$ cat config.mk
export PLATFORM = sky130hd
export DESIGN_NAME = div_share_arbiter
export DESIGN_NICKNAME = d
export VERILOG_FILES = /design/src/rtl/div_pkg.sv /design/src/rtl/seq_div_core.sv /design/src/rtl/div_share_arbiter.sv
export SDC_FILE = /design/constraint.sdc
export NUM_CORES = 1
export LEC_CHECK = 0
export BUFFER_PORTS_ARGS = -buffer_cell sky130_fd_sc_hd__buf_2
export CORE_UTILIZATION = 31
export CTS_BUF_LIST = sky130_fd_sc_hd__clkbuf_16
export CTS_CLUSTER_DIAMETER = 200
export DETAILED_ROUTE_END_ITERATION = 10
export GPL_TIMING_DRIVEN = 0
export SYNTH_ARGS = -nofsm -noshare
export SYNTH_HDL_FRONTEND = slang
export SYNTH_SLANG_ARGS = --single-unit
$ cat constraint.sdc
create_clock -name clk -period 7.6 [get_ports clk]
set_input_delay 0.38 -clock clk [delete_from_list [all_inputs] [get_ports clk]]
set_output_delay 0.38 -clock clk [all_outputs]
set_load 0.05 [all_outputs]
$ cat src/rtl/div_pkg.sv
// Shared types, widths and the round-robin pick helper for the shared divider arbiter.
package div_pkg;

    localparam int unsigned DIVIDEND_W = 16;
    localparam int unsigned DIVISOR_W  = 8;
    localparam int unsigned QUOT_W     = 8;
    localparam int unsigned MAX_REQ    = 8;
    localparam int unsigned IDX_W      = 3;

    typedef enum logic [1:0] {
        IDLE,
        CALC,
        RESP
    } state_t;

    typedef struct packed {
        logic             found;
        logic [IDX_W-1:0] idx;
    } pick_t;

    // First set bit among valid[0..n-1], searching upward from ptr with wrap-around.
    function automatic pick_t rr_pick(input logic [MAX_REQ-1:0] valid,
                                      input logic [IDX_W-1:0]   ptr,
                                      input int unsigned        n);
        pick_t            res;
        int unsigned      j;
        logic [IDX_W-1:0] jj;
        res = '0;
        for (int unsigned k = 0; k < MAX_REQ; k++) begin
            if (k < n) begin
                j = 32'(ptr) + k;
                if (j >= n) begin
                    j = j - n;
                end
                jj = j[IDX_W-1:0];
                if (!res.found && valid[jj]) begin
                    res.found = 1'b1;
                    res.idx   = jj;
                end
            end
        end
        return res;
    endfunction

endpackage

$ cat src/rtl/seq_div_core.sv
// Iterative 16/8 restoring divider: one quotient bit per clock, operands latched on start.
module seq_div_core
    import div_pkg::*;
(
    input  logic                  clk,
    input  logic                  rst_n,
    input  logic                  start,
    input  logic [DIVIDEND_W-1:0] dividend,
    input  logic [DIVISOR_W-1:0]  divisor,
    output logic                  done,
    output logic [QUOT_W-1:0]     quotient,
    output logic [DIVISOR_W-1:0]  remainder
);

    logic [DIVISOR_W:0]   pr_q;
    logic [DIVISOR_W:0]   pr_shift;
    logic [DIVISOR_W:0]   pr_nxt;
    logic [QUOT_W-1:0]    q_q;
    logic [QUOT_W-1:0]    q_nxt;
    logic [2:0]           cnt_q;
    logic [QUOT_W-1:0]    lo_q;
    logic [DIVISOR_W-1:0] dvs_q;
    logic                 run_q;
    logic                 ge;

    // pr_q[8] is the bit shifted out; if set, the shifted value already exceeds any divisor.
    always_comb begin
        pr_shift = {pr_q[DIVISOR_W-1:0], lo_q[cnt_q]};
        ge       = pr_q[DIVISOR_W] || (pr_shift >= {1'b0, dvs_q});
        pr_nxt   = ge ? (pr_shift - {1'b0, dvs_q}) : pr_shift;
        q_nxt    = q_q;
        q_nxt[cnt_q] = ge;
    end

    // done flags the final step; results are presented as that step's outcome.
    assign done      = run_q && (cnt_q == '0);
    assign quotient  = q_nxt;
    assign remainder = pr_nxt[DIVISOR_W-1:0];

    always_ff @(posedge clk or negedge rst_n) begin
        if (!rst_n) begin
            pr_q  <= '0;
            q_q   <= '0;
            cnt_q <= '0;
            lo_q  <= '0;
            dvs_q <= '0;
            run_q <= 1'b0;
        end else if (start) begin
            pr_q  <= {1'b0, dividend[DIVIDEND_W-1:DIVISOR_W]};
            lo_q  <= dividend[QUOT_W-1:0];
            dvs_q <= divisor;
            q_q   <= '0;
            cnt_q <= 3'd7;
            run_q <= 1'b1;
        end else if (run_q) begin
            pr_q <= pr_nxt;
            q_q  <= q_nxt;
            if (cnt_q == '0) begin
                run_q <= 1'b0;
            end else begin
                cnt_q <= cnt_q - 3'd1;
            end
        end
    end

endmodule

$ cat src/rtl/div_share_arbiter.sv
// Round-robin arbiter sharing one iterative 16/8 divider among NUM_REQ requesters,
// with operand pre-check and an id-tagged response channel.
module div_share_arbiter
    import div_pkg::*;
#(
    parameter int unsigned NUM_REQ = 4,
    parameter int unsigned ID_W    = 2
) (
    input  logic                            clk,
    input  logic                            rst_n,
    input  logic [NUM_REQ-1:0]              req_valid,
    output logic [NUM_REQ-1:0]              req_ready,
    input  logic [NUM_REQ*DIVIDEND_W-1:0]   req_dividend,
    input  logic [NUM_REQ*DIVISOR_W-1:0]    req_divisor,
    output logic                            rsp_valid,
    input  logic                            rsp_ready,
    output logic [ID_W-1:0]                 rsp_id,
    output logic [QUOT_W-1:0]               rsp_quotient,
    output logic [DIVISOR_W-1:0]            rsp_remainder,
    output logic                            rsp_err,
    output logic                            busy
);

    state_t                state_q;
    state_t                state_d;
    logic [IDX_W-1:0]      rr_ptr_q;
    logic [IDX_W-1:0]      ptr_nxt;
    logic [ID_W-1:0]       id_q;
    logic [MAX_REQ-1:0]    valid_ext;
    pick_t                 pick;
    logic                  accept;
    logic                  op_illegal;
    logic                  start_core;
    logic [DIVIDEND_W-1:0] sel_dividend;
    logic [DIVISOR_W-1:0]  sel_divisor;
    logic                  core_done;
    logic [QUOT_W-1:0]     core_quotient;
    logic [DIVISOR_W-1:0]  core_remainder;

    always_comb begin
        valid_ext = '0;
        valid_ext[NUM_REQ-1:0] = req_valid;
        pick = rr_pick(valid_ext, rr_ptr_q, NUM_REQ);
    end

    always_comb begin
        sel_dividend = '0;
        sel_divisor  = '0;
        for (int unsigned i = 0; i < NUM_REQ; i++) begin
            if (32'(pick.idx) == i) begin
                sel_dividend = req_dividend[DIVIDEND_W*i +: DIVIDEND_W];
                sel_divisor  = req_divisor[DIVISOR_W*i +: DIVISOR_W];
            end
        end
    end

    // Gated by rst_n so no grant is offered while reset is held.
    assign accept     = rst_n && (state_q == IDLE) && pick.found;
    assign op_illegal = (sel_divisor == '0) ||
                        (sel_dividend[DIVIDEND_W-1:DIVISOR_W] >= sel_divisor);
    assign ptr_nxt    = ((32'(pick.idx) + 32'd1) >= NUM_REQ) ? '0 : (pick.idx + 3'd1);

    always_comb begin
        req_ready = '0;
        for (int unsigned i = 0; i < NUM_REQ; i++) begin
            if (accept && (32'(pick.idx) == i)) begin
                req_ready[i] = 1'b1;
            end
        end
    end

    always_ff @(posedge clk or negedge rst_n) begin
        if (!rst_n) begin
            state_q <= IDLE;
        end else begin
            state_q <= state_d;
        end
    end

    always_comb begin
        state_d    = state_q;
        start_core = 1'b0;
        case (state_q)
            IDLE: begin
                if (accept) begin
                    if (op_illegal) begin
                        state_d = RESP;
                    end else begin
                        state_d    = CALC;
                        start_core = 1'b1;
                    end
                end
            end
            CALC: begin
                if (core_done) begin
                    state_d = RESP;
                end
            end
            RESP: begin
                if (rsp_ready) begin
                    state_d = IDLE;
                end
            end
            default: state_d = IDLE;
        endcase
    end

    assign rsp_valid = (state_q == RESP);
    assign busy      = (state_q != IDLE);

    // Response registers change only when entering RESP, so they hold through back-pressure.
    always_ff @(posedge clk or negedge rst_n) begin
        if (!rst_n) begin
            rr_ptr_q      <= '0;
            id_q          <= '0;
            rsp_id        <= '0;
            rsp_quotient  <= '0;
            rsp_remainder <= '0;
            rsp_err       <= 1'b0;
        end else begin
            if (accept) begin
                rr_ptr_q <= ptr_nxt;
                id_q     <= pick.idx[ID_W-1:0];
            end
            if (accept && op_illegal) begin
                rsp_id        <= pick.idx[ID_W-1:0];
                rsp_quotient  <= '0;
                rsp_remainder <= '0;
                rsp_err       <= 1'b1;
            end else if ((state_q == CALC) && core_done) begin
                rsp_id        <= id_q;
                rsp_quotient  <= core_quotient;
                rsp_remainder <= core_remainder;
                rsp_err       <= 1'b0;
            end
        end
    end

    seq_div_core u_core (
        .clk       (clk),
        .rst_n     (rst_n),
        .start     (start_core),
        .dividend  (sel_dividend),
        .divisor   (sel_divisor),
        .done      (core_done),
        .quotient  (core_quotient),
        .remainder (core_remainder)
    );

endmodule

==> impl_metrics.ini, run 1 <==
[clock_tree]
path_clk_slew_ps = 60
htreeDepth = 3
clock-sinks = 63
post-cts-setup-buffers = 0
cts_tree = done
cts_buffers = 9
clock-root-buffer = clkbuf_16
hold_buffers = 0
cts_resized = 0
clkLatencyLatePin_ps = 330
clockBufferDepth = 2

[worst_hold_path]
holdCritPathClass = in -> async

[synthesis]
ys_ff_latch = 63
synth.top_cell.area_share = 0.317
synthCells = 593
ys_warn_count = 0
yosysUniqueCellTypes = 68
ys_top_cells_by_count = nand2_1, dfrtp_1, o21ai_0
yosysMostFrequentCell = nand2_1
synth.net_count = 722
syn_avg_cell_area_sq_um = 8.39
synth-edff-count = 0
seq_area_frac_synth = 0.317
synthFlopType = dfrtp_1
yosys.area.top_type = dfrtp_1
async_flop_share = 1.00
syn_area_sq_um = 4970
ys_top_cells_by_area = dfrtp_1, ha_1, nand2_1, mux2i_1, o21ai_0

[global_route]
track_usage = 0.180
grt_max_degree = 65
overflow = 0
grt_pass1_vias = 4601
grt_first_pass_wirelength_um = 23500
antenna_found_initial = 0

[sta]
fin_crit_ps = 6930
setup-tns-final_ps = 0
rsz0062_at_grt = false
clock_skew_ps = 7.85
setup_ws_ps = 671
period_share = 0.912
worstMarginPinSlew_ps = 966
slew_viol_final = 0
fmax_mhz = 144
finalHoldViolations = 0
finalSetupViolCount = 0
relSlewSlack = 0.356
fin_hold_ws_ps = 160

[die]
rows = 45
fp.dieH_um = 129
ios = 128
die-area_sq_um = 16600
die_w_um = 129
core_area_sq_um = 15400
initial_core_util = 0.322

[detailed_routing]
vias = 4814
postRouteAntennaNets = 0
avgViaCountPerCell = 5.09
drtIter0Drc = 249
routedWlPerCell_um = 15.2
routed_wl_um = 14300
remaining_drc_errors = 0
dr.pass1.iters = 5

[critical_path]
crit_family = buffers and inverters
crit_path_start = rr_ptr_q[1]
cp-end-kind = flip-flop
r2r_end = u_core.lo_q[0]
r2r_slack_ps = 670
r2r_start = rr_ptr_q[1]
worstPathCellList = clkbuf_1 -> inv_1 -> ha_1 -> mux4_1 -> a221o_2 -> o32ai_1 -> ha_1 -> clkbuf_1 -> buf_1 -> buf_1 -> a21oi_1 -> nor2_1 -> a21oi_1 -> ha_1 -> nand2b_1 -> nand3_1 -> a21oi_1 -> o31a_1 -> or3_4 -> buf_6 -> buf_12 -> mux2_4
rr_worst_depth = 22
crit_buf_inv = 7
crit_cells = 22
max_stage_delay_ps = 610
worstPathArrival_ps = 7150
slowest_stage = mux4_1
critPathMaxFanout = 10
cp-endpoint = u_core.lo_q[0]
path_class = reg -> reg
start_kind = flip-flop
cp_data_required_time_ps = 7820

[finish]
syn2layout_area_growth_pct = 24.7
final_core_util = 0.402
multi_input_area_sq_um = 3070
drive_gt1_frac = 0.241
finalNetCount = 860
nFillCells = 1638
insertedDiodeCount = 0
seq_area_sq_um = 1580

[placement]
dp_slack_ps = 639
io_buffer_count = 127
dpl.hpwl_um = 11200
gp_congestion = 0.866

[status]
status = finished, final reports clean

[run]
max_cap_viol_count = 0
[layout make-up]
type | instances | area share
plain buffers | 40 | 0.0333
clock buffers | 9 | 0.0363
inverters | 33 | 0.0200
well taps | 211 | 0.0426
repair buffers | 127 | 0.103
flip-flops and latches | 63 | 0.254
multi-input cells | 457 | 0.495
clock inverters | 6 | 0.0163
[per-stage QoR]
| step | cell area, sq um | cells |
|---|---|---|
| 2_1_floorplan | 4970 | 593 |
| 3_3_place_gp | 5870 | 931 |
| 3_5_place_dp | 5880 | 931 |
| 4_1_cts | 6200 | 946 |
| 5_1_grt | 6200 | 946 |
| 6_report | 6200 | 946 |
[cells in the final DEF (no fill, tap or decap), drive strengths merged, types with 7 or more instances in the layout]
cell / n
dfrtp: 63
a21oi: 38
ha: 25
mux2i: 31
nor2: 33
nor2b: 10
a221oi: 7
and2: 9
inv: 34
nand2: 83
clkbuf: 34
a221o: 9
nand3: 15
buf: 142
o21ai: 47
o22ai: 14
nand2b: 12
mux2: 16
nor3: 8
nand3b: 9
[registers in the layout (all words and copies together), names as in the netlist]
| register | count |
|---|---|
| u_core.pr_q | 9 |
| u_core.q_q | 8 |
| rsp_remainder | 8 |
| rsp_err | 1 |
| u_core.dvs_q | 8 |
| rr_ptr_q | 3 |
| rsp_quotient | 8 |
| u_core.lo_q | 8 |
| u_core.cnt_q | 3 |
| u_core.run_q | 1 |
| state_q | 2 |
| id_q | 2 |
| rsp_id | 2 |
[kinds of logic (layout without fill, tap and decap cells)]
family | count (synthesis) | in the layout | synth area share
AO/OA/AOI/OAI | 174 | 174 | 0.234
XOR/XNOR | 3 | 3 | 0.00528
adder cells (fa/ha/maj) | 26 | 26 | 0.0669
buffers and inverters | 73 | 215 | 0.0664
flip-flops | 63 | 63 | 0.317
multiplexers | 49 | 49 | 0.111
other | 1 | 1 | 0.000754
AND/OR/NAND/NOR | 204 | 204 | 0.199
[metal layers]
layer | GRT usage | vias to the layer above | wire length (um)
met5 | 0 | - | 0
met4 | 0.0519 | 0 | 193
met3 | 0.0304 | 12 | 773
met2 | 0.287 | 139 | 6390
met1 | 0.250 | 2233 | 6980
li1 | - | 2430 | -
[how the worst min path moves through the flow]
stage,from,endpoint,slack (ps)
floorplan,rst_n,id_q[0],80
detailed placement,rsp_err,rsp_err,470
CTS,rst_n,rsp_quotient[7],190
global placement,rsp_err,rsp_err,470
global route,rst_n,rsp_remainder[5],240
finish,rst_n,rsp_remainder[4],160
Power of run 1 is left out: the tool's default activity adds up to more than one toggle a clock period on the data nets, which glitch-free logic cannot reach.
==> run 2, diff against run 1 <==
--- a/config.mk
+++ b/config.mk
@@ -5,6 +5,7 @@
 export SDC_FILE = /design/constraint.sdc
 export NUM_CORES = 1
 export LEC_CHECK = 0
+export ABC_AREA = 1
 export BUFFER_PORTS_ARGS = -buffer_cell sky130_fd_sc_hd__buf_2
 export CORE_UTILIZATION = 31
 export CTS_BUF_LIST = sky130_fd_sc_hd__clkbuf_16
==> impl_metrics.ini, run 2 <==
[clock_tree]
clock-sinks = 63
cts_resized = 0
hold_buffers = 0
clockBufferDepth = 2
clock-root-buffer = clkbuf_16
post-cts-setup-buffers = 0
clkLatencyLatePin_ps = 330
path_clk_slew_ps = 50
htreeDepth = 3
cts_buffers = 9
cts_tree = done

[synthesis]
yosysMostFrequentCell = nand2_1
ys_top_cells_by_count = nand2_1, nand3_1, dfrtp_1
synth.top_cell.area_share = 0.338
syn_avg_cell_area_sq_um = 6.90
synthCells = 677
yosysUniqueCellTypes = 41
seq_area_frac_synth = 0.338
synth.net_count = 806
synth-edff-count = 0
async_flop_share = 1.00
synthFlopType = dfrtp_1
ys_ff_latch = 63
syn_area_sq_um = 4670
ys_warn_count = 0
yosys.area.top_type = dfrtp_1
ys_top_cells_by_area = dfrtp_1, nand2_1, nand3_1, ha_1, inv_1

[die]
die-area_sq_um = 15600
fp.dieH_um = 125
rows = 44
core_area_sq_um = 14600
die_w_um = 125
initial_core_util = 0.319
ios = 128

[sta]
relSlewSlack = 0.455
slew_viol_final = 0
fmax_mhz = 192
rsz0062_at_grt = false
finalHoldViolations = 0
worstMarginPinSlew_ps = 818
finalSetupViolCount = 0
fin_crit_ps = 5200
setup-tns-final_ps = 0
clock_skew_ps = 6.16
fin_hold_ws_ps = 141
setup_ws_ps = 2400
period_share = 0.684

[critical_path]
critPathMaxFanout = 10
start_kind = flip-flop
cp-end-kind = flip-flop
path_class = reg -> reg
worstPathArrival_ps = 5470
cp_data_required_time_ps = 7870

[finish]
nFillCells = 1601
syn2layout_area_growth_pct = 25.6
finalNetCount = 944
largest_reg_flops = 9
final_common_cell = nand2_1
top_register = u_core.pr_q
final_core_util = 0.401
final_cell_mix = nand2_1, buf_2, nand3_1
drive_gt1_frac = 0.214
insertedDiodeCount = 0

[detailed_routing]
vias = 4780
postRouteAntennaNets = 0
routedWlPerCell_um = 13.0
remaining_drc_errors = 2
routed_wl_um = 13000
dr.pass1.iters = 8
avgViaCountPerCell = 4.77
drtIter0Drc = 261

[global_route]
track_usage = 0.176
overflow = 0
grt_max_degree = 65
grt_pass1_vias = 4584
grt_first_pass_wirelength_um = 21900
antenna_found_initial = 0

[status]
status = finished with violations
violations = DRC

[placement]
dp_slack_ps = 2430
io_buffer_count = 127
gp_congestion = 0.847
dpl.hpwl_um = 10300

[worst_hold_path]
holdCritPathClass = in -> async

[run]
max_cap_viol_count = 0
-- run 2: cell types whose count changed after synthesis, sizes merged, moves of 13 or more --
cell | before | now
clkbuf | 25 | 11
nand2 | 83 | 204
nor2 | 33 | 58
nand3 | 15 | 94
inv | 33 | 65
a22oi | 0 | 13
mux2i | 31 | 1
mux2 | 16 | 0
-- run 2: through the flow --
step           area (sq um)  instances
2_1_floorplan          4670        677
3_3_place_gp           5540        988
3_5_place_dp           5540        988
4_1_cts                5870       1003
5_1_grt                5870       1003
6_report               5870       1003
-- run 2: cells by family after synthesis --
group,synth area share
AND/OR/NAND/NOR,0.333
flip-flops,0.338
adder cells (fa/ha/maj),0.0713
multiplexers,0.00214
buffers and inverters,0.101
AO/OA/AOI/OAI,0.147
XOR/XNOR,0.00750
other,0.000803
-- run 2: worst paths after layout --
| check | endpoint | cells after the start | startpoint | slack [ps] |
|---|---|---|---|---|
| max | u_core.pr_q[7] | 26 | rr_ptr_q[1] | 2400 |
| min | rsp_quotient[6] | 1 | rst_n | 140 |
| max reg2reg | u_core.pr_q[7] | 26 | rr_ptr_q[1] | 2400 |
| min reg2reg | u_core.lo_q[5] | 2 | u_core.lo_q[5] | 480 |
| max in group asynchronous | u_core.dvs_q[1] | 1 | rst_n | 6920 |
| min in group clk | state_q[1] | 2 | rsp_ready | 260 |
-- run 2: area by class of cell --
type                       instances  area, sq um  area share
buffer                            31          216      0.0369
clock buffer                       9          225      0.0384
clock inverter                     6          101      0.0173
inverter                          67          254      0.0433
multi-input combinational        516         2620       0.447
sequential                        63         1580       0.269
tap                              184          230      0.0392
timing repair buffer             127          638       0.109
-- run 2: metal layers --
metal | GRT usage | wire, um
met5 | 0 | 0
met4 | 0.0661 | 196
met3 | 0.0232 | 640
met2 | 0.287 | 5780
met1 | 0.236 | 6380
-- run 2: worst max-delay path: stages, from the launching register on --
cell and delay (ps):
dfrtp_1 420, inv_1 170, ha_1 290, inv_1 130, nand3_1 90, nand3_1 190, nand3b_1 150, or2_2 290
nand2_1 190, inv_1 90, ha_1 190, ha_1 180, buf_2 160, buf_2 190, inv_1 180, clkbuf_1 350
a21oi_1 170, ha_1 340, a21oi_1 160, o21a_1 140, nand2_1 50, nor2_1 230, nand2_2 170, nor2_2 240
buf_6 180, nand2_1 90, nand3_1 100
Power of run 2 is left out for the same reason.
